**config.mk**
```make
export PLATFORM = sky130hd
export DESIGN_NAME = su_bus_arb
export DESIGN_NICKNAME = d
export VERILOG_FILES = /design/src/rtl/su_bus_arb_pkg.sv /design/src/rtl/su_rr_pick.sv /design/src/rtl/su_bus_arb.sv
export SDC_FILE = /design/constraint.sdc
export NUM_CORES = 1
export LEC_CHECK = 0
export ABC_AREA = 1
export BUFFER_PORTS_ARGS = -buffer_cell sky130_fd_sc_hd__buf_4
export CAP_MARGIN = 20
export CORE_ASPECT_RATIO = 0.9
export CORE_MARGIN = 3
export CORE_UTILIZATION = 50
export DETAILED_ROUTE_END_ITERATION = 16
export HOLD_SLACK_MARGIN = 0.03
export PLACE_DENSITY = 0.85
export SKIP_LAST_GASP = 1
export SLEW_MARGIN = 40
export SYNTH_ARGS = -nofsm -noshare
export SYNTH_HDL_FRONTEND = slang
export SYNTH_SLANG_ARGS = --single-unit
```
**constraint.sdc**
```tcl
create_clock -name clk -period 1.7 [get_ports clk]
set_input_delay 0.17 -clock clk [delete_from_list [all_inputs] [get_ports clk]]
set_output_delay 0.17 -clock clk [all_outputs]
set_load 0.005 [all_outputs]
```
**src/rtl/su_bus_arb_pkg.sv**
```systemverilog
// Shared types and limits for the setup-unit result-bus arbiter.
package su_bus_arb_pkg;

  localparam int unsigned STATE_W = 2;

  typedef enum logic [STATE_W-1:0] {
    IDLE  = 2'd0,
    GRANT = 2'd1,
    TURN  = 2'd2
  } state_t;

  localparam int unsigned NREQ_MAX     = 8;
  localparam int unsigned TURN_CYC_MIN = 1;
  localparam int unsigned TURN_CYC_MAX = 3;
  localparam int unsigned TURN_W       = 2;
  localparam int unsigned MAX_HOLD_DEF = 64;

endpackage

```
**src/rtl/su_rr_pick.sv**
```systemverilog
// Combinational round-robin picker: first set request at or after ptr, modulo N.
module su_rr_pick #(
  parameter int unsigned N  = 4,
  parameter int unsigned PW = (N > 1) ? $clog2(N) : 1
) (
  input  logic [N-1:0]  req,
  input  logic [PW-1:0] ptr,
  output logic [N-1:0]  winner,
  output logic          valid
);

  logic [N-1:0] rot;
  logic [N-1:0] rot_oh;

  // Rotate so ptr sits at bit 0, isolate the lowest set bit, rotate back.
  always_comb begin
    rot    = N'({req, req} >> ptr);
    rot_oh = rot & (~rot + N'(1));
    winner = N'(({rot_oh, rot_oh} << ptr) >> N);
    valid  = |req;
  end

endmodule

```
**src/rtl/su_bus_arb.sv**
```systemverilog
// Round-robin owner sequencer for the shared tri-state result bus with dead cycles.
// Optional hold watchdog: define SU_BUS_ARB_WATCHDOG_EN.
module su_bus_arb
  import su_bus_arb_pkg::*;
#(
  parameter int unsigned NREQ     = 4,
  parameter int unsigned TURN_CYC = 1,
  parameter int unsigned MAX_HOLD = MAX_HOLD_DEF
) (
  input  logic            clk,
  input  logic            reset_l,
  input  logic [NREQ-1:0] req,
  input  logic [NREQ-1:0] last,
  output logic [NREQ-1:0] gnt,
  output logic [NREQ-1:0] oe,
  output logic            busy,
  output logic            err
);

  localparam int unsigned PW = (NREQ > 1) ? $clog2(NREQ) : 1;
  localparam logic [TURN_W-1:0] TURN_INIT = TURN_W'(TURN_CYC - 1);

  if (NREQ < 1 || NREQ > NREQ_MAX || TURN_CYC < TURN_CYC_MIN ||
      TURN_CYC > TURN_CYC_MAX || MAX_HOLD < 2) begin : g_param_err
    $error("su_bus_arb: illegal parameter set");
  end

  state_t            state, state_nxt;
  logic [NREQ-1:0]   gnt_q, gnt_nxt, pick;
  logic [PW-1:0]     rr_ptr, ptr_nxt, owner_idx, ptr_after;
  logic [TURN_W-1:0] turn_cnt, turn_nxt;
  logic              pick_valid, normal_end, tenure_end, timeout;

  su_rr_pick #(.N(NREQ), .PW(PW)) u_pick (
    .req    (req),
    .ptr    (rr_ptr),
    .winner (pick),
    .valid  (pick_valid)
  );

  always_comb begin
    owner_idx = '0;
    for (int i = 0; i < NREQ; i++) begin
      if (gnt_q[i]) owner_idx = PW'(i);
    end
    ptr_after  = (owner_idx == PW'(NREQ - 1)) ? '0 : owner_idx + PW'(1);
    // Owner dropping req is an abort and ends the tenure like last does.
    normal_end = ~|(gnt_q & req) | (|(gnt_q & req & last));
    tenure_end = normal_end | timeout;
  end

  // NOTE: sequential state uses non-blocking assignments so every register
  // samples the pre-edge values regardless of statement order.
  always_ff @(posedge clk or negedge reset_l) begin
    if (!reset_l) begin
      state    <= IDLE;
      gnt_q    <= '0;
      rr_ptr   <= '0;
      turn_cnt <= '0;
    end else begin
      state    <= state_nxt;
      gnt_q    <= gnt_nxt;
      rr_ptr   <= ptr_nxt;
      turn_cnt <= turn_nxt;
    end
  end

  // NOTE: every output of this block gets a default first, so no path leaves
  // a variable unassigned and no latch is inferred.
  always_comb begin
    state_nxt = state;
    gnt_nxt   = gnt_q;
    ptr_nxt   = rr_ptr;
    turn_nxt  = turn_cnt;
    case (state)
      IDLE: begin
        if (pick_valid) begin
          state_nxt = GRANT;
          gnt_nxt   = pick;
        end
      end
      GRANT: begin
        if (tenure_end) begin
          state_nxt = TURN;
          gnt_nxt   = '0;
          ptr_nxt   = ptr_after;
          turn_nxt  = TURN_INIT;
        end
      end
      TURN: begin
        if (turn_cnt != '0) begin
          turn_nxt = turn_cnt - TURN_W'(1);
        end else if (pick_valid) begin
          state_nxt = GRANT;
          gnt_nxt   = pick;
        end else begin
          state_nxt = IDLE;
        end
      end
      default: begin
        state_nxt = IDLE;
        gnt_nxt   = '0;
      end
    endcase
  end

  always_comb begin
    gnt  = gnt_q;
    oe   = gnt_q;
    busy = (state != IDLE);
  end

`ifdef SU_BUS_ARB_WATCHDOG_EN
  localparam int unsigned HW = $clog2(MAX_HOLD);

  logic [HW-1:0] hold_cnt;
  logic          err_q;

  // A coincident normal end wins over the watchdog and does not flag err.
  assign timeout = (state == GRANT) && (hold_cnt == HW'(MAX_HOLD - 1)) && !normal_end;
  assign err     = err_q;

  always_ff @(posedge clk or negedge reset_l) begin
    if (!reset_l) begin
      hold_cnt <= '0;
      err_q    <= 1'b0;
    end else begin
      hold_cnt <= (state == GRANT && !tenure_end) ? hold_cnt + HW'(1) : '0;
      if (timeout) err_q <= 1'b1;
    end
  end
`else
  assign timeout = 1'b0;
  assign err     = 1'b0;
`endif

endmodule

```
==> impl_metrics.ini <==
[run_status]
status = finished, final reports clean

[cells_and_area]
syn_to_final_growth_pct = 18.4
multi_input_area_um2 = 454
seq_area_um2 = 250
final_cell_mix = nand2_1 (40), nand3_1 (22), buf_4 (19), dfrtp_1 (10)
fill_cells = 143
finish.utilization_pct = 65.7
final_common_cell = nand2_1
drive_above_1_share_pct = 29.6
fin_nets = 154
n_antenna_cell = 0

[critical_path]
critical_path_buf_inv_count = 1
worstPathCellList = inv_2, nand2_1, nand3_2, nand2_4, nand2_2, nor2_2, nand2_1, nand3_1, nand3_1, nand2_1
critPathKind = flop to flop
crit_slowest_cell = dfrtp_1
worstSetupStartpointType = flop
cp_top_family = simple AND/OR/NAND/NOR gates
crit_top_cell = nand2_1
cp_data_arrival_time_ns = 1.78
cpPeakStageDelay_ns = 0.53
path_max_fanout = 9
r2r_slack_ns = 0.13
cp.required_ns = 1.91
cp-end-kind = flop

[die]
dieWidth_um = 49.0
coreArea_mm2 = 0.00150
fp-row-count = 13
ios = 20
start_util_pct = 55.5
die_area_mm2 = 0.00219
dieHeight_um = 44.7

[power]
pwr-share-comb_pct = 57.8
ir_drop_mv = 0.889
p_leak_uw = 0.000533
pwr-share-seq_pct = 28.5
switching_share_pct = 49.2
power_uw = 1630
powerDensity_mw_per_mm2 = 1660
p_int_uw = 828
p_clk_share_pct = 13.7
p_sw_uw = 802

[global_route]
grt_pass1_vias = 786
overflow = 0
grt_max_degree = 11
grt_usage_pct = 19.5
grt_pass1_wl_um = 3290
antenna_found_initial = 0

[job]
drv_cap = 0

[timing]
fin_skew_ns = 0.00128
grt_setup_unrepaired = no
slew_viol_final = 0
fin_tns_setup_ns = 0
final.period_utilization_pct = 92.3
max_freq_mhz = 637
hold_violations = 0
setup_viol = 0
fin_ws_ns = 0.131
layout_min_cycle_time_ns = 1.57
hold_ws_ns = 0.255

[synthesis]
ys_warn_count = 0
synth_top_area_cell = dfrtp_1
synth_top_area_share_pct = 30.1
seq_area_frac_synth_pct = 30.1
synth_nets = 136
synth_area_leaders = dfrtp_1 (30%), nand2_1 (18%), nand3_1 (13%)
synth.cell_area_um2 = 831
avgSynthCellArea_um2 = 6.65
ys_types = 20
ys_seq_elements = 10
syn_inst = 125

[clocking]
root_buffer = clkbuf_4
post_cts_resized = 0
htreeDepth = 1
cts_tree = yes
clkTransAtPathRegs_ns = 0.07
ctsLongestPathBuffers = 2
cts_made_buffers = 3
clock_latency_ns = 0.27
clock_sinks = 10

[detailed_routing]
wl_per_cell_um = 12.0
routed_wl_um = 1970
vias = 895
ant_nets = 0
post-route-drc-count = 0
dr.pass1.iters = 4
routed_via_density = 5.46
first_iter_violations = 52

[place]
port_buffers = 18
post-place-ws_ns = 0.169
gp_congestion = 0.860
dp_hpwl_um = 1530

[hold_path]
hp-class = input pin to async pin
==> synth_stat cells, drive strengths merged <==
cell type	number
dfrtp	10
conb	1
inv	16
o21ai	2
nand2	46
nor2	9
o31ai	2
o211ai	2
buf	7
ha	1
nand3	26
nand4	3
==> sequential cells by signal, summed over array words and instances, names as in the netlist <==
| name | flops |
|---|---|
| state | 2 |
| gnt | 4 |
| turn_cnt | 2 |
| rr_ptr | 2 |
==> worst register-to-register path, stage by stage (launching register included) <==
cell	delay (ns)
dfrtp_1	0.53
inv_2	0.15
nand2_1	0.12
nand3_2	0.08
nand2_4	0.13
nand2_2	0.05
nor2_2	0.11
nand2_1	0.09
nand3_1	0.09
nand3_1	0.08
nand2_1	0.07
==> cells by family after synthesis <==
kind of cell    share of synthesized area (%)
compound gates                           4.82
buf+inv                                  15.2
simple gates                             47.9
fa+ha+maj                                1.51
other cells                             0.451
flops                                    30.1
==> stage by stage <==
stage	cells	area, µm²
final	164	983
after CTS	164	983
after floorplan	125	831
after global placement	159	937
after detailed placement	159	937
after global routing	164	983
==> area by class of cell <==
| class | count | area share (%) |
|---|---|---|
| Multi-Input combinational cell | 92 | 46.2 |
| Clock buffer | 4 | 3.69 |
| Tap cell | 22 | 2.80 |
| Sequential cell | 10 | 25.4 |
| Timing Repair Buffer | 20 | 15.5 |
| Inverter | 16 | 6.36 |
==> path summary, 6_finish.rpt <==
kind                                         start                 endpoint  depth (start not counted)
max                          rr_ptr[0]$_DFFE_PN0P_       gnt[2]$_DFFE_PN0P_                         10
min                                        reset_l    rr_ptr[0]$_DFFE_PN0P_                          2
max reg2reg                  rr_ptr[0]$_DFFE_PN0P_       gnt[2]$_DFFE_PN0P_                         10
min reg2reg                turn_cnt[0]$_DFFE_PN0P_  turn_cnt[0]$_DFFE_PN0P_                          3
max in group asynchronous                  reset_l       gnt[3]$_DFFE_PN0P_                          2
min in group clk                            req[1]     state[0]$_DFFE_PN0P_                          7
==> routing by layer <==
layer / part of all wire [%] / track usage [%] / up-vias
met3: 10 / 5.72 / 6
met5: 0 / 0 / -
li1: - / - / 432
met4: 0.96 / 6.25 / 0
met2: 45 / 32.5 / 49
met1: 43 / 24.7 / 408
==> timing repair <==
item	CTS	global route
hold endpoints to repair	10	0
setup buffers	0	0
hold buffers	1	0
==> power groups by stage <==
stage               logic (µW)  clock network, µW  registers [µW]
detailed placement         932                  0             466
floorplan                  793                  0             395
global route              1060                235             481
global placement           903                  0             457
finish                     942                223             465
CTS                        938                221             462
No activity file was read; power rests on OpenSTA's default activity.
